==> src/rtl/lru_fill_ctrl.sv <==
// Four-entry fully associative tag lookup with miss fill sequencing.
// Replacement on a full set follows the external LRU list's victim; hits promote, fills zero the age.
module lru_fill_ctrl #(
    parameter int TAG_W = 8
) (
    input  logic             clk,
    input  logic             rst,
    input  logic             req_valid,
    input  logic [TAG_W-1:0] req_tag,
    output logic             req_ready,
    input  logic             flush,
    output logic             resp_valid,
    output logic             resp_hit,
    output logic [1:0]       resp_way,
    output logic             fill_valid,
    output logic [TAG_W-1:0] fill_tag,
    input  logic             fill_ready,
    input  logic             fill_done,
    input  logic [1:0]       lru_victim_i,
    output logic [1:0]       lru_index_o,
    output logic             lru_access,
    output logic             lru_update
);

    // state     | meaning
    // IDLE      | waiting for a request; flush clears all entries here
    // LOOKUP    | compare latched tag against valid entries
    // FILL_REQ  | miss: present fill request until memory accepts
    // FILL_WAIT | waiting for fill data; install tag on fill_done
    // RESP      | one-cycle response strobe
    typedef enum logic [2:0] {
        IDLE,
        LOOKUP,
        FILL_REQ,
        FILL_WAIT,
        RESP
    } state_t;

    state_t state;
    state_t state_nxt;

    logic [TAG_W-1:0] tag_mem [4];
    logic [3:0]       valid;
    logic [TAG_W-1:0] tag_q;
    logic [1:0]       victim_q;
    logic             hit_q;
    logic [1:0]       way_q;

    logic [3:0] match;
    logic       hit_any;
    logic [1:0] hit_way;
    logic [1:0] victim_sel;

    always_comb begin
        for (int i = 0; i < 4; i++) begin
            match[i] = valid[i] && (tag_mem[i] == tag_q);
        end
    end

    // Lowest-numbered way wins both for hits and for free slots.
    always_comb begin
        hit_any    = 1'b0;
        hit_way    = 2'd0;
        victim_sel = lru_victim_i;
        for (int i = 3; i >= 0; i--) begin
            if (match[i]) begin
                hit_any = 1'b1;
                hit_way = 2'(i);
            end
            if (!valid[i]) begin
                victim_sel = 2'(i);
            end
        end
    end

    always_ff @(posedge clk or negedge rst) begin
        if (!rst) begin
            state <= IDLE;
        end else begin
            state <= state_nxt;
        end
    end

    always_comb begin
        state_nxt   = state;
        req_ready   = 1'b0;
        fill_valid  = 1'b0;
        lru_access  = 1'b0;
        lru_update  = 1'b0;
        lru_index_o = 2'd0;
        resp_valid  = 1'b0;
        case (state)
            IDLE: begin
                req_ready = !flush;
                if (!flush && req_valid) begin
                    state_nxt = LOOKUP;
                end
            end
            LOOKUP: begin
                if (hit_any) begin
                    lru_access  = 1'b1;
                    lru_index_o = hit_way;
                    state_nxt   = RESP;
                end else begin
                    state_nxt = FILL_REQ;
                end
            end
            FILL_REQ: begin
                fill_valid = 1'b1;
                if (fill_ready) begin
                    state_nxt = FILL_WAIT;
                end
            end
            FILL_WAIT: begin
                if (fill_done) begin
                    lru_update  = 1'b1;
                    lru_index_o = victim_q;
                    state_nxt   = RESP;
                end
            end
            RESP: begin
                resp_valid = 1'b1;
                state_nxt  = IDLE;
            end
            default: begin
                state_nxt = IDLE;
            end
        endcase
    end

    assign fill_tag = fill_valid ? tag_q : '0;
    assign resp_hit = resp_valid & hit_q;
    assign resp_way = resp_valid ? way_q : 2'd0;

    always_ff @(posedge clk or negedge rst) begin
        if (!rst) begin
            for (int i = 0; i < 4; i++) begin
                tag_mem[i] <= '0;
            end
            valid    <= 4'd0;
            tag_q    <= '0;
            victim_q <= 2'd0;
            hit_q    <= 1'b0;
            way_q    <= 2'd0;
        end else begin
            case (state)
                IDLE: begin
                    if (flush) begin
                        valid <= 4'd0;
                    end else if (req_valid) begin
                        tag_q <= req_tag;
                    end
                end
                LOOKUP: begin
                    if (hit_any) begin
                        hit_q <= 1'b1;
                        way_q <= hit_way;
                    end else begin
                        victim_q <= victim_sel;
                    end
                end
                FILL_WAIT: begin
                    if (fill_done) begin
                        tag_mem[victim_q] <= tag_q;
                        valid[victim_q]   <= 1'b1;
                        hit_q             <= 1'b0;
                        way_q             <= victim_q;
                    end
                end
                default: begin
                end
            endcase
        end
    end

endmodule
==> config.mk <==
export PLATFORM = sky130hd
export DESIGN_NAME = lru_fill_ctrl
export DESIGN_NICKNAME = d
export VERILOG_FILES = /design/src/rtl/lru_fill_ctrl.sv
export SDC_FILE = /design/constraint.sdc
export NUM_CORES = 1
export LEC_CHECK = 0
export ABC_AREA = 1
export ABC_CLOCK_PERIOD_IN_PS = 2100
export CELL_PAD_IN_SITES_DETAIL_PLACEMENT = 1
export CELL_PAD_IN_SITES_GLOBAL_PLACEMENT = 1
export CORE_MARGIN = 1.5
export CORE_UTILIZATION = 35
export CTS_BUF_LIST = sky130_fd_sc_hd__clkbuf_8
export DETAILED_ROUTE_END_ITERATION = 10
export PLACE_DENSITY = 0.82
export SLEW_MARGIN = 20
export SYNTH_ARGS = -nofsm -noshare
export SYNTH_HDL_FRONTEND = slang
export SYNTH_SLANG_ARGS = --single-unit
==> constraint.sdc <==
create_clock -name clk -period 2.1 [get_ports clk]
set_clock_uncertainty 0.2 [all_clocks]
set_input_delay 0.42 -clock clk [delete_from_list [all_inputs] [get_ports clk]]
set_output_delay 0.42 -clock clk [all_outputs]
set_load 0.01 [all_outputs]
; After elaboration in Yosys (flattened, before gate mapping)
; Index checks and enable logic that the tools add are counted.
[word_totals]
in_bits = 16
reg_bits = 52
[classes]
reduce_logical = 17
n_eq_ne = 13
mux = 43
bitwise_logic = 5
order_cmp = 4
[op_table]
columns = op, n
row1 = $bwmux 32, 1
row2 = $eq 8x8->1, 4
row3 = $mux 2, 13
row4 = $demux 8 s2, 1
row5 = $mux 8, 2
row6 = $mux 1, 14
row7 = $mux 3, 4
row8 = $pmux 3 s4, 1
row9 = $reduce_and 3->1, 4
row10 = $ne 2x2->1 const B, 5
row11 = $mux 4, 2
row12 = $pmux 2 s2, 2
row13 = $pmux 4 s2, 1
row14 = $logic_and 1x1->1, 7
row15 = $eq 3x2->1 const B, 2
row16 = $or 4x4->4, 1
row17 = $reduce_and 2->1, 2
row18 = $reduce_bool 2->1, 2
row19 = $eq 3x1->1 const B, 1
row20 = $eq 3x3->1 const B, 1
row21 = $ge 3x3->1 const B, 1
row22 = $logic_not 3->1, 1
row23 = $lt 2x3->1 const B, 1
row24 = $lt 3x1->1 const B, 1
row25 = 7 further kinds, 8

; Depth between registers and ports, before layout
[logic_depth]
word_depth = 8
depth_mapped = 12

; Worst setup path after synthesis
; OpenSTA, ideal clock, no wires.
[synth_timing]
kind = register to output
from = register tag_q[3]
to = output lru_index_o[1]
t_arrival_ns = 1.265
slack_ns = 0.215
n_path_buf = 1
path_stages_with_launch = 11
t_required_ns = 1.480
path_cell_list = dfrtp_1 inv_1 buf_4 nand2_1 nand2_1 nor2_1 nand3_1 nor2_1 nor2_2 nand3b_1 nand2_1
[synth_via]
elab_chain_len = 8
[synth_lines]
columns = element, line_no
row1 = start: declaration, 44  ; logic [TAG_W-1:0] tag_q;
row2 = start signal: assignment, 151  ; tag_q <= req_tag;
row3 = $eq 8x8->1, 56  ; match[i] = valid[i] && (tag_mem[i] == tag_q);
row4 = $logic_and 1x1->1, 56
row5 = $mux 2 or $mux 1 (tied branches) (4 in a row), 66  ; if (match[i]) begin
row6 = $mux 2 (*), 100  ; if (hit_any) begin
row7 = $pmux 2 s2 (*), 92  ; case (state)
row8 = end: declaration, 20  ; output logic [1:0] lru_index_o,
; Mark *: on every way between the ends. The rest lies on a longest branch, timed or not.

; Worst setup path in the final report
[layout_timing]
from = register tag_q[7]
to = output lru_index_o[0]
; The elaborated chain is that of the path after synthesis.

==> results.json <==
{
  "synth_top_family_by_area": "simple AND/OR/NAND/NOR gates",
  "critPathArrivalTime_ns": 2.10,
  "instances_no_fill": 602,
  "synth_cell_type_count": 26,
  "setup_slack_ns": -0.620,
  "die_x_um": 94.2,
  "fin_nets": 512,
  "netlist_area_um2": 2910,
  "finalMaxSlewViolations": 0,
  "setup_viol": 14,
  "synth_compound_area_frac": 0.105,
  "drive_above_1_share": 0.406,
  "endpoint_kind": "primary output",
  "antenna_found_initial": 0,
  "die_h_um": 94.2,
  "n_fill_cell": 970,
  "critPathMaxStageDelay_ns": 0.50,
  "grt_usage": 0.268,
  "drtIter0Drc": 284,
  "n_antenna_cell": 0,
  "min_path_type": "flop to flop",
  "yosys.area.top_type_share": 0.447,
  "cts_tree": "built",
  "syn_area_per_cell_um2": 7.30,
  "clockBufferDepth": 2,
  "worstSetupPathType": "flop to primary output",
  "area_growth_pct": 45.4,
  "slew_headroom": 0.690,
  "synthCells": 399,
  "grt_max_degree": 53,
  "syn-num-nets": 415,
  "ios": 34,
  "worst_path_max_delay_cell": "dfrtp_2",
  "fmax_mhz": 368,
  "peakVddDrop_uv": 789,
  "die_area_um2": 8880,
  "ys_seq_area_frac": 0.447,
  "timing.critical_path.from_type": "flop",
  "cts_sinks": 52,
  "rsz0062_at_grt": "yes",
  "path_cells": "xnor2_2, nand2_1, nor2_1, nand3_1, nand2_1, nand2_2, nand3_2, nand2_1, buf_2",
  "wl_per_cell_um": 21.7,
  "final_common_cell": "nand2_1",
  "synthTopCellsByArea": "dfrtp_1 45%, nand2_1 15%, nor2_1 7.2%",
  "worst-path-buf-inv": 1,
  "placed_cell_area_um2": 3680,
  "muxShareOfSynthArea": 0,
  "fin_area_um2": 4240,
  "via_per_inst": 5.38,
  "core_area_um2": 8130,
  "critPathTopFamily": "simple AND/OR/NAND/NOR gates",
  "gr-total-overflow": 0,
  "crit_top_cell": "nand2_1",
  "ys_ff_latch": 52,
  "htreeDepth": 2,
  "holdWs_ns": 0.317,
  "dr.pass1.iters": 6,
  "total_power_w": 0.00642,
  "routed_wl_um": 13100,
  "grt_first_pass_wirelength_um": 17900,
  "layout_common_cells": "93 x nand2_1, 53 x buf_4, 46 x inv_1, 45 x dfrtp_1, 29 x nor2_1",
  "numCtsBuffers": 5,
  "first_global_vias": 3442,
  "place_ws_ns": -0.484,
  "drv_cap": 0,
  "synth_fa_ha_area_frac": 0,
  "globalplace.congestion": 0.855,
  "cp_max_fo": 5,
  "clock_latency_ns": 0.34,
  "fin_crit_ns": 2.72,
  "required_ns": 1.48,
  "dp_hpwl_um": 6980,
  "post-route-period-util": 1.30,
  "port_buffers": 33,
  "leakage_nw": 2.06,
  "initial_core_util": 0.358,
  "finalHoldViolCount": 0,
  "worst_slew_pin_slew_ns": 0.464,
  "synth-xor-area-share": 0.0210,
  "outcome": "finished with violations",
  "power.density_nw_per_um2": 1520,
  "ys_warn_count": 0,
  "num_rows": 33,
  "synthSimpleGateAreaFrac": 0.326,
  "yosysTopAreaCell": "dfrtp_1",
  "antenna_left": 0,
  "violations": "negative setup slack",
  "route.detailed.drc": 0,
  "cts-root-buf": "clkbuf_8",
  "clkSlewWorstSetupHoldPaths_ns": 0.11,
  "vias": 3240,
  "dp_cells": 576
}
[metal layers]
metal / track usage / vias to the layer above / part of all wire
li1: - / 1434 / -
met1: 0.308 / 1596 / 0.37
met5: 0 / - / 0
met2: 0.477 / 136 / 0.50
met3: 0.0542 / 74 / 0.057
met4: 0.119 / 0 / 0.065
[stage by stage]
stage / util / TNS [ns]
global placement: 0.453 / -1.82
global route: 0.521 / -3.98
detailed placement: 0.453 / -2.97
floorplan: - / 0
CTS: 0.494 / -1.72
finish: 0.521 / -2.85
[state kept, by name, summed over array words and instances, names as in the netlist]
signal / flops
victim_q: 2
tag_q: 8
way_q: 2
state: 3
valid: 4
tag_mem: 32
hit_q: 1
[layout make-up]
type	instances	area (um^2)	area share
Timing Repair inverter	1	7.51	0.00177
Clock inverter	3	46.3	0.0109
Sequential cell	52	1310	0.309
Tap cell	105	131	0.0310
Inverter	61	246	0.0582
Timing Repair Buffer	97	820	0.193
Clock buffer	5	68.8	0.0162
Multi-Input combinational cell	278	1610	0.379
[synth_stat cells (all sizes together)]
cell	n
nand3b	1
xnor2	6
or2	2
dfrtp	52
nand3	17
nand2	119
nor3	6
xor2	1
inv	61
o21ai	39
nor2	62
clkbuf	2
nand4	11
a21oi	14
buf	6
[worst register-to-register path, stage by stage (launching register included)]
cell,delay [ns]
dfrtp_2,0.47
xnor2_2,0.27
nand4_1,0.23
nor2_4,0.20
nor2_4,0.06
buf_4,0.13
buf_4,0.12
buf_4,0.12
nand3_2,0.09
nand2_1,0.09
nand2_1,0.09
nand2_1,0.06
[power by group]
part / switching (W) / leakage [nW] / internal (W) / total (W)
registers: 0.000501 / 0.665 / 0.00140 / 0.00191
clock network: 0.000403 / 0.0548 / 0.000360 / 0.000763
logic: 0.00223 / 1.34 / 0.00153 / 0.00375
[cells by family after synthesis]
group,count (synthesis)
and+or+nand+nor,218
buffers and inverters,69
AOI/OAI and AO/OA,53
DFF,52
xor gates and xnor gates,7
[final timing paths]
kind                                      endpoint                     from  cells past startpoint  slack, ns
min in group asynchronous        hit_q$_DFFE_PN0P_                      rst                      3       0.40
min reg2reg                tag_mem[26]$_DFFE_PN0P_  tag_mem[26]$_DFFE_PN0P_                      2       0.32
min                        tag_mem[26]$_DFFE_PN0P_  tag_mem[26]$_DFFE_PN0P_                      2       0.32
max in group asynchronous     tag_q[7]$_DFFE_PN0P_                      rst                      3       1.02
max                                 lru_index_o[0]     tag_q[7]$_DFFE_PN0P_                      9      -0.62
max reg2reg                   state[1]$_DFFE_PN0P_     tag_q[4]$_DFFE_PN0P_                     11      -0.13
[timing repair]
action / CTS / global route
gates resized for setup: 104 / 81
hold endpoints to repair: 52 / 0
pin swaps: 21 / 15
endpoints found under the setup margin: 18 / 23
hold buffers: 1 / 0
buffers inserted: 13 / 3
cloned: 1 / 0
(Power assumes the default switching activity.)
